--- src/rtl/wb_port_arbiter_pkg.sv ---
// Shared types and defaults for the register-file write-port arbiter.
package wb_port_arbiter_pkg;

    localparam int DATA_W_DEF = 32;
    localparam int ADDR_W_DEF = 5;

    localparam logic [ADDR_W_DEF-1:0] REG_ZERO = '0;

    typedef struct packed {
        logic                  valid;
        logic [ADDR_W_DEF-1:0] rd;
        logic [DATA_W_DEF-1:0] data;
    } lu_entry_t;

endpackage

--- src/rtl/wb_lu_fifo.sv ---
// Long-latency-unit result buffer; every stored entry can be invalidated by a
// destination-register match so a younger pipeline write kills stale results.
module wb_lu_fifo #(
    parameter int DATA_W = 32,
    parameter int ADDR_W = 5,
    parameter int DEPTH  = 2
) (
    input  logic              clk,
    input  logic              rst_n,
    input  logic              push_i,
    input  logic [ADDR_W-1:0] push_rd_i,
    input  logic [DATA_W-1:0] push_data_i,
    input  logic              pop_i,
    input  logic              inv_i,
    input  logic [ADDR_W-1:0] inv_rd_i,
    output logic              head_valid_o,
    output logic [ADDR_W-1:0] head_rd_o,
    output logic [DATA_W-1:0] head_data_o,
    output logic              empty_o,
    output logic              full_o
);

    localparam int PTR_W = (DEPTH > 1) ? $clog2(DEPTH) : 1;
    localparam int CNT_W = PTR_W + 1;

    logic [DEPTH-1:0]  valid_q;
    logic [ADDR_W-1:0] rd_q   [DEPTH];
    logic [DATA_W-1:0] data_q [DEPTH];
    logic [PTR_W-1:0]  wr_ptr_q, rd_ptr_q;
    logic [CNT_W-1:0]  count_q;

    always_ff @(posedge clk or negedge rst_n) begin
        if (!rst_n) begin
            valid_q  <= '0;
            wr_ptr_q <= '0;
            rd_ptr_q <= '0;
            count_q  <= '0;
        end else begin
            // Invalidate before the push so an entry written this cycle survives.
            for (int i = 0; i < DEPTH; i++) begin
                if (inv_i && rd_q[i] == inv_rd_i) valid_q[i] <= 1'b0;
            end
            if (push_i) begin
                valid_q[wr_ptr_q] <= 1'b1;
                wr_ptr_q          <= wr_ptr_q + 1'b1;
            end
            if (pop_i) rd_ptr_q <= rd_ptr_q + 1'b1;
            count_q <= count_q + CNT_W'(push_i) - CNT_W'(pop_i);
        end
    end

    always_ff @(posedge clk) begin
        if (push_i) begin
            rd_q[wr_ptr_q]   <= push_rd_i;
            data_q[wr_ptr_q] <= push_data_i;
        end
    end

    assign head_valid_o = valid_q[rd_ptr_q];
    assign head_rd_o    = rd_q[rd_ptr_q];
    assign head_data_o  = data_q[rd_ptr_q];
    assign empty_o      = (count_q == '0);
    assign full_o       = (count_q == CNT_W'(DEPTH));

endmodule

--- src/rtl/wb_port_arbiter.sv ---
// Shares the register-file write port between MEM/WB and the long-latency unit,
// with pipeline priority and a one-cycle forced stall when the LU head starves.
module wb_port_arbiter
    import wb_port_arbiter_pkg::*;
#(
    parameter int DATA_W       = DATA_W_DEF,
    parameter int ADDR_W       = ADDR_W_DEF,
    parameter int FIFO_DEPTH   = 2,
    parameter int STARVE_LIMIT = 4
) (
    input  logic              clk,
    input  logic              rst_n,
    input  logic              wb_reg_write,
    input  logic              wb_mem_to_reg,
    input  logic [DATA_W-1:0] wb_mem_data,
    input  logic [DATA_W-1:0] wb_alu_result,
    input  logic [ADDR_W-1:0] wb_rd,
    input  logic              lu_valid,
    output logic              lu_ready,
    input  logic [ADDR_W-1:0] lu_rd,
    input  logic [DATA_W-1:0] lu_data,
    output logic              wb_stall,
    output logic              rf_we,
    output logic [ADDR_W-1:0] rf_waddr,
    output logic [DATA_W-1:0] rf_wdata
);

    localparam int STV_W = $clog2(STARVE_LIMIT + 1);

    logic              pipe_req, push, pop_wr, discard, blocked, head_live;
    logic              fifo_empty, fifo_full, head_valid;
    logic [ADDR_W-1:0] head_rd;
    logic [DATA_W-1:0] head_data, pipe_data;

    logic [STV_W-1:0]  starve_q, starve_d;
    logic              stall_q, stall_d;
    logic              rf_we_q, rf_we_d;
    logic [ADDR_W-1:0] rf_waddr_q, rf_waddr_d;
    logic [DATA_W-1:0] rf_wdata_q, rf_wdata_d;

    wb_lu_fifo #(
        .DATA_W (DATA_W),
        .ADDR_W (ADDR_W),
        .DEPTH  (FIFO_DEPTH)
    ) u_fifo (
        .clk          (clk),
        .rst_n        (rst_n),
        .push_i       (push),
        .push_rd_i    (lu_rd),
        .push_data_i  (lu_data),
        .pop_i        (pop_wr | discard),
        .inv_i        (pipe_req),
        .inv_rd_i     (wb_rd),
        .head_valid_o (head_valid),
        .head_rd_o    (head_rd),
        .head_data_o  (head_data),
        .empty_o      (fifo_empty),
        .full_o       (fifo_full)
    );

    always_comb begin
        pipe_req  = wb_reg_write && (wb_rd != ADDR_W'(REG_ZERO)) && !stall_q;
        pipe_data = wb_mem_to_reg ? wb_mem_data : wb_alu_result;
        head_live = !fifo_empty && head_valid;
        blocked   = head_live && pipe_req;
        pop_wr    = head_live && !pipe_req;
        discard   = !fifo_empty && !head_valid && !pipe_req;
        push      = lu_valid && !fifo_full && (lu_rd != ADDR_W'(REG_ZERO));
    end

    always_comb begin
        rf_we_d    = pipe_req | pop_wr;
        rf_waddr_d = rf_waddr_q;
        rf_wdata_d = rf_wdata_q;
        if (pipe_req) begin
            rf_waddr_d = wb_rd;
            rf_wdata_d = pipe_data;
        end else if (pop_wr) begin
            rf_waddr_d = head_rd;
            rf_wdata_d = head_data;
        end

        // Stall fires on the blocked cycle that reaches the limit; the stall
        // cycle itself drops pipe_req, so the head always leaves next cycle.
        stall_d  = blocked && (starve_q == STV_W'(STARVE_LIMIT - 1));
        starve_d = starve_q;
        if (fifo_empty || pop_wr || discard) starve_d = '0;
        else if (blocked)                    starve_d = starve_q + 1'b1;
    end

    always_ff @(posedge clk or negedge rst_n) begin
        if (!rst_n) begin
            starve_q   <= '0;
            stall_q    <= 1'b0;
            rf_we_q    <= 1'b0;
            rf_waddr_q <= '0;
            rf_wdata_q <= '0;
        end else begin
            starve_q   <= starve_d;
            stall_q    <= stall_d;
            rf_we_q    <= rf_we_d;
            rf_waddr_q <= rf_waddr_d;
            rf_wdata_q <= rf_wdata_d;
        end
    end

    assign lu_ready = !fifo_full;
    assign wb_stall = stall_q;
    assign rf_we    = rf_we_q;
    assign rf_waddr = rf_waddr_q;
    assign rf_wdata = rf_wdata_q;

endmodule

--- config.mk ---
export PLATFORM = sky130hd
export DESIGN_NAME = wb_port_arbiter
export DESIGN_NICKNAME = d
export VERILOG_FILES = /design/src/rtl/wb_port_arbiter_pkg.sv /design/src/rtl/wb_lu_fifo.sv /design/src/rtl/wb_port_arbiter.sv
export SDC_FILE = /design/constraint.sdc
export NUM_CORES = 1
export LEC_CHECK = 0
export ABC_AREA = 1
export CORE_AREA = 2 2 110 112
export DETAILED_ROUTE_END_ITERATION = 10
export DIE_AREA = 0 0 112 114
export PLACE_DENSITY = 0.8
export SLEW_MARGIN = 20
export SYNTH_ARGS = -nofsm -noshare
export SYNTH_HDL_FRONTEND = slang
export SYNTH_SLANG_ARGS = --single-unit
--- constraint.sdc ---
create_clock -name clk -period 3.6 [get_ports clk]
set_clock_uncertainty 0.2 [all_clocks]
set_input_delay 0.36 -clock clk [delete_from_list [all_inputs] [get_ports clk]]
set_output_delay 0.36 -clock clk [all_outputs]
set_load 0.02 [all_outputs]
==> After elaboration in Yosys (flattened, before gate mapping) <==
Memory sizes are Yosys's and may differ from the RTL's.
Index checks and enable logic that the tools add are counted.
Widths: inputs -> output; s select.
{ "classes": {"n_eq_ne": 4, "order_cmp": 3, "add_sub_neg": 5, "bitwise_logic": 3, "reduce_logical": 25, "n_mux": 16} }
{ "op_table": {"columns": ["cell", "n"], "rows": [
  ["$mux 32", 3],
  ["$logic_and 1x1->1", 13],
  ["$eq 5x5->1", 2],
  ["$mux 5", 2],
  ["$reduce_bool 5->1", 2],
  ["$mux 1", 7],
  ["$mux 3", 2],
  ["$logic_not 1->1", 5],
  ["$lt 1x2->1 const B", 2],
  ["$reduce_bool 2->1", 2],
  ["$add 3x1->3 const B", 1],
  ["$eq 3x2->1 const B", 1],
  ["$add 1x1->1 const B", 2],
  ["$add 2x1->2", 1],
  ["$eq 2x2->1 const B", 1],
  ["$logic_not 2->1", 1],
  ["$logic_or 1x1->1", 2],
  ["$mux 2", 1],
  ["$or 1x1->1", 2],
  ["$or 2x2->2", 1],
  ["$sub 2x1->2", 1],
  ["$demux 1 s1", 1],
  ["$ge 1x1->1 const B", 1]
]} }
{ "word_totals": {"mem_count": 2, "ramBits": 74, "output_inout_bits": 40, "reg_bits": 48, "wordCells": 67} }
{ "mem_list": {"columns": ["name", "words", "word_bits", "read_ports", "rd_ports_with_merged_regs", "wr", "line_no", "source"], "rows": [
  ["u_fifo.data_q", 2, 32, 1, 0, 1, "wb_lu_fifo.sv:28", "logic [DATA_W-1:0] data_q [DEPTH];"],
  ["u_fifo.rd_q", 2, 5, 3, 0, 1, "wb_lu_fifo.sv:27", "logic [ADDR_W-1:0] rd_q [DEPTH];"]
]} }

==> Longest topological paths before layout <==
Gate-level depths: netlist of run 1.
{ "depth": {"depth_word": 8, "mapped_depth": 10, "depth_no_buf": 9} }

==> By module <==
From an unflattened synthesis of run 1, not the netlist that was laid out.
{ "unflattened": {"hier_cells": 587, "hier_area_um2": 5964.5} }
{ "by_module_without_submodules": {"columns": ["mod", "cells_each", "seq_area_each_um2", "n_inst", "area_per_inst_um2"], "rows": [
  ["wb_lu_fifo", 201, 2372.3, 1, 3284.4],
  ["wb_port_arbiter", 386, 1051.0, 1, 2680.1]
]} }

==> Worst setup path before layout of run 1 <==
OpenSTA, ideal clock, no wires.
{ "synth_timing": {"path_type": "reg-to-reg", "startpoint": "register u_fifo.count_q[1]", "endpoint": "memory u_fifo.data_q[0][0], enable pin", "path_buffers": 0, "t_arrival_ps": 2251, "slack_ps": 717, "required_time_ps": 2967, "synth_period_minus_slack_ps": 2883, "path_stages_with_launch": 4, "setup_time_ps": 433, "path_cell_list": "dfrtp_1 > a21boi_0 > nand2_1 > nor2_1"} }
{ "synth_between": {"elab_chain_len": 6} }
{ "synth_rtl": {"columns": ["element", "line_no", "source"], "rows": [
  ["start, declared", "wb_lu_fifo.sv:30", "logic [CNT_W-1:0] count_q;"],
  ["start signal, assigned", "wb_lu_fifo.sv:48", "count_q <= count_q + CNT_W'(push_i) - CNT_W'(pop_i);"],
  ["$eq 2x2->1", "wb_lu_fifo.sv:63", "assign full_o = (count_q == CNT_W'(DEPTH));"],
  ["$logic_not 1->1", "wb_port_arbiter.sv:68", "push = lu_valid && !fifo_full && (lu_rd != ADDR_W'(REG_ZERO));"],
  ["$logic_and 1x1->1 (2 in series)", "wb_port_arbiter.sv:68", null],
  ["$mux 1", "wb_lu_fifo.sv:53", "if (push_i) begin"],
  ["$mux 1 (not written as such)", "wb_lu_fifo.sv:55", "data_q[wr_ptr_q] <= push_data_i;"],
  ["end, declared", "wb_lu_fifo.sv:28", null]
]} }
Every way passes these cells.

==> Worst setup path in the final report of run 1 <==
{ "layout_timing": {"startpoint": "register u_fifo.rd_ptr_q", "endpoint": "register rf_waddr_q[2], in the netlist rf_waddr[2]"} }
{ "layout_between": {"elab_chain_len": 5} }
{ "layout_rtl": {"columns": ["element", "line_no", "source"], "rows": [
  ["start, declared", "wb_lu_fifo.sv:29", "logic [PTR_W-1:0] wr_ptr_q, rd_ptr_q;"],
  ["start signal, assigned", "wb_lu_fifo.sv:47", "if (pop_i) rd_ptr_q <= rd_ptr_q + 1'b1;"],
  ["$mux 1 (not written as such) (2 in series)", "wb_lu_fifo.sv:59", "assign head_valid_o = valid_q[rd_ptr_q];"],
  ["$logic_and 1x1->1", "wb_port_arbiter.sv:64", "head_live = !fifo_empty && head_valid;"],
  ["$logic_and 1x1->1", "wb_port_arbiter.sv:66", "pop_wr = head_live && !pipe_req;"],
  ["$reduce_bool 2->1 (no line)", null, null],
  ["end signal, assigned", "wb_port_arbiter.sv:102", "rf_waddr_q <= rf_waddr_d;"],
  ["end, declared", "wb_port_arbiter.sv:38", "logic [ADDR_W-1:0] rf_waddr_q, rf_waddr_d;"]
]} }
Parallel ways exist; a longest one is shown, timed or not. The select of a mux whose other input is x is not followed.
A chain may end at the register's enable or synchronous reset.

==> results.md, run 1 <==
- Drt total wl: 13.6 mm
- Post_cts resized: 0
- Hold Violations, Final: 0
- Slowest CP cell: dfrtp_1
- Fin crit share: 74.2%
- Worst EP required: 3.68 ns
- Synth top area share: 39.6%
- Clock-pin slew on the worst setup and hold paths: 0.05 ns
- Hold path start: rf_waddr[4]$_DFFE_PN0P_
- Gp weighted congestion: 0.838
- Unrepaired setup endpoints after global routing: no
- Syn Std Cell Area: 5610 sq um
- PD cells: 801 nW/um^2
- Reg2reg setup slack: 0.93 ns
- Peak VDD IR: 0.454 mV
- Die X: 112 um
- GRT Overall Usage: 21.5%
- Antenna Violating Nets Remaining: 0
- I/O pin total: 151
- Share of layout cells above drive strength 1: 12.9%
- Hold Path Class: reg -> reg
- # port buffers: 150
- Worst Path Buf+Inv: 2
- Synth area leader: edfxtp_1
- Primary FF master, synth: edfxtp_1
- Yosys cell types: 28
- Worst hold endpoint: rf_waddr[4]$_DFFE_PN0P_
- FF-to-FF End: rf_waddr[2]$_DFFE_PN0P_
- Row count: 40
- Critical path, cell by cell: inv_6 -> nand2_4 -> nand2_8 -> nand2_4 -> inv_4 -> nand3_1 -> nand3_1
- CTS buffer count: 17
- Residual DRC: 0
- CP Launch Type: flip-flop
- CTS tree: done
- Hold slack: 0.290 ns
- Syn_nets: 652
- Post-synth EDFFs: 74
- Avg Cell Area, Syn: 10.4 sq um
- GR Overflow Total: 0
- # fillers: 871
- DP HPWL: 9.11 mm
- Setup tns final: 0 ns
- #FFs+latches synth: 122
- Multi-input gate area: 1920 sq um
- Outcome: complete, no violations
- Largest stage delay on the critical path: 0.91 ns
- Synth top area cells: edfxtp_1 (40%), dfrtp_1 (21%), nand2_1 (12%)
- WL per Instance: 16.1 um
- Pre-antenna DRT Iters: 5
- YS warnings: 0
- Post-synthesis sequential area ratio: 61.1%
- FF-to-FF Start: u_fifo.rd_ptr_q$_DFFE_PN0P_
- H-tree depth: 4
- Core ar.: 11700 sq um
- Layout area overhead: 39.6%
- Storage cell area: 3420 sq um
- Die area: 12800 sq um
- Drt initial violations: 240
- Cell count of the worst reg-to-reg path: 7
- CTS Root Cell: clkbuf_16
- Vias in the first global route: 4422
- Initial antenna violation count: 0
- Slew margin rel.: 41.9%
- Hold_buf cts: 1
- Largest net degree at the start of global routing: 49
- Longest Clk Path Bufs: 2
- Global-route wire length before repair: 21.3 mm
- Slew Limit Fails: 0
- Crit-path leading delay family: flip-flops
- Count leader, synth: nand2_1
- Max Cap Viol: 0
- Synth async-reset ratio: 39.3%
- Critical Path End Type: flip-flop
- ANT cells: 0
- LEAKAGE: 0.00327 uW
- Die height: 114 um
- Clk_lat worst skew: 0.41 ns
- Fmax: 374 MHz
- Worst Tran Pin Value: 0.871 ns
- Fin crit period: 2.67 ns
- Synth Instances: 537
- CTS sink cnt: 122
- Post-synth top cells: nand2_1 (184), nand3_1 (102), edfxtp_1 (74), dfrtp_1 (48), mux2_2 (32)
- Crit path kind: reg -> reg
- Vias per std cell: 5.23
- Initial Utilization: 47.9%
- Setup Viol. Count Final: 0
- Nets: 798
- Worst Path Arrival: 2.75 ns
- Crit Path Max Fanout: 38
- Via count: 4412
- Post-CTS setup repair buffer count: 0
- WHS Path Cells: 2
==> per-layer routing <==
layer  up-vias  GRT usage [%]  part of all wire [%]  wire length [um]
met4         0           10.4                   2.7               371
met1      2092           23.7                    38              5090
met3        30           4.78                   5.9               796
met2       181           39.4                    54              7310
li1       2109              -                     -                 -
met5         -              0                     0                 0
==> state kept, by name, indices dropped and copies added (netlist names) <==
register / cells
u_fifo.count_q: 2
starve_q: 3
rf_wdata: 32
u_fifo.wr_ptr_q: 1
u_fifo.rd_ptr_q: 1
rf_we: 1
rf_waddr: 5
u_fifo.data_q: 64
wb_stall: 1
u_fifo.rd_q: 10
u_fifo.valid_q: 2
==> logic make-up (layout without fill, tap and decap cells) <==
family	Yosys count	in the layout	share of synthesized area, %
AOI/OAI and AO/OA	6	6	0.580
xor gates and xnor gates	8	8	1.25
adders and majority gates	4	4	0.893
buffers and inverters	53	212	4.91
DFF	122	122	61.1
muxes	32	32	6.43
and+or+nand+nor	312	312	24.9
==> where the power goes <==
group / internal (uW) / switching (uW) / leakage, uW
sequential: 1960 / 264 / 0.00127
clock: 1200 / 620 / 0.000303
combinational: 896 / 1330 / 0.00170
==> worst register-to-register path, delay by kind of cell (launching register included) <==
kind / cells / cell delay (ns)
buf+inv: 2 / 0.55
flops: 1 / 0.91
simple gates: 5 / 0.89
==> final cells by class <==
type | instances | area share, %
clock buffer | 19 | 5.79
multi-input combinational | 362 | 24.5
inverter | 23 | 1.20
sequential | 122 | 43.7
timing repair buffer | 157 | 20.0
tap | 147 | 2.35
clock inverter | 13 | 2.43
==> worst max-delay path by stage <==
stage,from,endpoint,slack [ns],cells past startpoint
finish,u_fifo.rd_ptr_q$_DFFE_PN0P_,rf_waddr[2]$_DFFE_PN0P_,0.93,7
global route,u_fifo.rd_ptr_q$_DFFE_PN0P_,rf_waddr[3]$_DFFE_PN0P_,0.74,7
CTS,u_fifo.rd_ptr_q$_DFFE_PN0P_,rf_wdata[21]$_DFFE_PN0P_,0.91,7
detailed placement,u_fifo.rd_ptr_q$_DFFE_PN0P_,rf_wdata[21]$_DFFE_PN0P_,0.92,7
global placement,u_fifo.rd_ptr_q$_DFFE_PN0P_,rf_wdata[2]$_DFFE_PN0P_,1.01,7
floorplan,u_fifo.count_q[1]$_DFF_PN0_,u_fifo.data_q[0][0]$_DFFE_PP_,0.72,3
==> metrics by stage <==
stage	utilization (%)	worst slack, ns	cells	total power, uW	instance area, sq um
after floorplan	-	0.717	537	3650	5610
after global placement	61.3	1.01	810	4380	7170
after detailed placement	61.3	0.917	810	4470	7170
after CTS	66.8	0.910	843	6310	7830
after global routing	66.8	0.744	843	6590	7830
final	66.8	0.928	843	6270	7830
==> cell usage in the layout, fill, tap and decap left out <==
cell	count
nand2_2	2
nand2_8	1
ha_1	4
nor2_1	10
dfrtp_1	48
dlygate4sd3_1	1
inv_4	1
buf_4	6
clkbuf_16	17
edfxtp_1	74
clkinv_4	1
mux2_2	32
a21boi_0	1
nor3_1	1
inv_6	4
nand2_4	2
clkinv_2	1
xnor2_1	5
xor2_1	3
nand3_1	102
clkbuf_8	2
clkinvlp_4	4
inv_1	20
bufinv_16	4
buf_12	1
nand3_2	9
clkdlybuf4s50_1	149
nor2_4	1
inv_2	1
o21ai_0	3
nand2_1	183
a21oi_1	2
or2_4	1
Power figures use the tool's default switching activity.
==> run 2, diff against run 1 <==
CORE_AREA = 2 2 116 118   (was 2 2 110 112)
DIE_AREA = 0 0 118 120   (was 0 0 112 114)
PLACE_DENSITY = 0.76   (was 0.8)
clock period = 2.2 ns   (was 3.6 ns; I/O delays follow)
==> run 2 against run 1 <==
  * Sequential share of layout area is 0.62 points lower
  * First-iteration DRC count is 44% higher
  * Critical path depth is 5 lower
  * Count of clock-buffer cells in the layout is 5 higher
  * Sequential power is 62% higher
  * Global-route usage is 0.83 points lower
  * Hold slack worse by 0.13 ns
  * Clock power is 45% higher
  * Setup slack worse by 0.66 ns
  * Die area is 11% higher
  * Sequential cell count stayed put
  * Critical path type is now reg -> out
  * Critical endpoint is now lu_ready
==> results.md, run 2 (synthesized netlist as in run 1, its figures left out) <==
- Metal3 WL: 952 um (+20%)
- Largest net degree at the start of global routing: 51 (+4.1%)
- Top layer in use: met4
- Wl on met1: 5.47 mm (+7.4%)
- Hold Path Class: in -> async
- Commonest cells after routing, fill and taps aside: nand2_1 (183), clkdlybuf4s50_1 (149), nand3_1 (102)
- Hold Violations, Final: 0 (unchanged)
- GRT Overall Usage: 20.7% (-0.83 points)
- Die area: 14200 sq um (+11%)
- Setup Viol. Count Final: 0 (unchanged)
- Setup tns final: 0 ns (unchanged)
- Unrepaired setup endpoints after global routing: no
- PD cells: 1270 nW/um^2 (+58%)
- Initial Utilization: 43.2% (-4.7 points)
- Post_cts resized: 0 (unchanged)
- Post-CTS setup repair buffer count: 0 (unchanged)
- CTS sink cnt: 122 (unchanged)
- Pre-antenna DRT Iters: 6 (+1)
- Switching Share: 35.5% (+0.21 points)
- Met2 routed WL: 7.30 mm (-0.11%)
- Gp weighted congestion: 0.780 (-6.9%)
- GR Overflow Total: 0 (unchanged)
- Nets: 812 (+1.8%)
- Slew Limit Fails: 0 (unchanged)
- Layout area overhead: 41.7%
- Drt total wl: 14.0 mm (+3.5%)
- Via count: 4480 (+1.5%)
- Fmax: 518 MHz
- Peak VDD IR: 0.646 mV (+42%)
- Row count: 42 (+5.0%)
- Fin crit share: 87.8%
- Worst EP required: 1.78 ns (-1.90 ns)
- Clk_lat worst skew: 0.40 ns (about the same)
- DP HPWL: 9.98 mm (+9.6%)
- Residual DRC: 0 (unchanged)
- Critical Path End Type: output pin
- Max Cap Viol: 0 (unchanged)
- Final core utilization: 61.2% (-5.6 points)
- CTS buffer count: 17 (unchanged)
- Vias per std cell: 5.06 (-3.4%)
- Longest Clk Path Bufs: 2 (unchanged)
- Initial antenna violation count: 0 (unchanged)
- Outcome: complete, no violations
- Crit Path Max Fanout: 4 (-89%)
- Slew margin rel.: 57.9% (+16 points)
- Die X: 118 um (+5.4%)
- Seq pwr share: 36.0% (+0.5 points)
- Share of layout cells above drive strength 1: 13.9% (+1.0 points)
- Vias in the first global route: 4712 (+6.6%)
- # port buffers: 150 (unchanged)
- Switching pwr: 3570 uW (+61%)
- Core ar.: 13000 sq um (+11%)
- Most common cell after layout, fill and taps aside: nand2_1
- Final WS setup: 0.268 ns (-0.659 ns)
- Global-route wire length before repair: 22.9 mm (+7.4%)
- Crit path kind: reg -> out
- Worst Tran Pin Value: 0.632 ns (-0.240 ns)
- Antenna Violating Nets Remaining: 0 (unchanged)
- Gate power share: 37.8% (+2.3 points)
- Fin crit period: 1.93 ns
- CTS tree: done
- Hold_buf cts: 1 (unchanged)
- Max reg flops: 64 (unchanged)
- WL per Instance: 15.9 um (-1.5%)
- LEAKAGE: 0.00332 uW (+1.5%)
- CP Launch Type: flip-flop
- Worst Path Arrival: 1.51 ns (-1.24 ns)
- I/O pin total: 151 (unchanged)
- CTS Root Cell: clkbuf_16
- Internal power: 6480 uW (+60%)
- Clock power frac: 26.3% (-2.7 points)
- Clock-pin slew on the worst setup and hold paths: 0.05 ns (about the same)
- Pre-CTS setup slack: 0.0474 ns (-0.869 ns)
- ANT cells: 0 (unchanged)
- Die height: 120 um (+5.3%)
- Drt initial violations: 345 (+44%)
- H-tree depth: 4 (unchanged)
- Largest Register: u_fifo.data_q
run 2: cell types whose count changed in the layout (fill, tap and decap cells not counted):
cell | previous run | this run
dfrtp_1 | 48 | 47
buf_12 | 1 | 5
clkbuf_1 | 0 | 5
dfrtp_2 | 0 | 1
clkinvlp_4 | 4 | 2
buf_4 | 6 | 15
clkinv_1 | 0 | 2
inv_1 | 20 | 19
inv_6 | 4 | 1
bufinv_16 | 4 | 2
buf_2 | 0 | 1
clkinv_2 | 1 | 2
run 2: metrics by stage:
stage | hold WS [ns] | total power (uW) | instance area (sq um) | cells
6_report | 0.163 | 10100 | 7950 | 886
3_5_place_dp | 0.0620 | 7460 | 7370 | 853
5_1_grt | 0.189 | 10600 | 7950 | 886
3_3_place_gp | 0.0507 | 7310 | 7370 | 853
4_1_cts | 0.169 | 10100 | 7950 | 886
2_1_floorplan | -0.276 | 5970 | 5610 | 537
run 2: final timing paths:
check	from	endpoint	slack (ns)	depth (start not counted)
worst max-delay path	u_fifo.count_q[1]$_DFF_PN0_	lu_ready	0.27	2
worst min-delay path	rst_n	u_fifo.wr_ptr_q$_DFFE_PN0P_	0.16	2
worst max register to register	u_fifo.rd_ptr_q$_DFFE_PN0P_	rf_wdata[29]$_DFFE_PN0P_	0.32	6
worst min register to register	rf_waddr[0]$_DFFE_PN0P_	rf_waddr[0]$_DFFE_PN0P_	0.30	2
max in group asynchronous	rst_n	rf_wdata[21]$_DFFE_PN0P_	1.06	3
min in group clk	lu_data[5]	u_fifo.data_q[0][5]$_DFFE_PP_	0.19	1
run 2: area by class of cell:
| cell class | count | area, sq um |
|---|---|---|
| multi-input cells | 362 | 1920 |
| flip-flops and latches | 122 | 3420 |
| well taps | 176 | 220 |
| inverters | 23 | 93.8 |
| repair buffers | 171 | 1720 |
| clock buffers | 24 | 472 |
| fillers | 1053 | 5030 |
| clock inverters | 8 | 97.6 |
run 2: metal layers:
layer	track usage (%)	up-vias
met5	0	-
met4	8.51	0
met3	4.80	28
met2	37.6	181
met1	23.4	2133
li1	-	2138
run 2: critical path, cell delays in order, from the launching register on:
cell and delay, ns:
dfrtp_1 0.42, nand2_1 0.09, clkdlybuf4s50_1 0.60
run 2: power groups by stage:
stage               Combinational, uW  Sequential (uW)  Clock, uW
floorplan                        2010             3970          0
global placement                 3690             3620          0
detailed placement               3810             3650          0
CTS                              3840             3620       2670
global route                     4150             3680       2790
finish                           3800             3620       2640
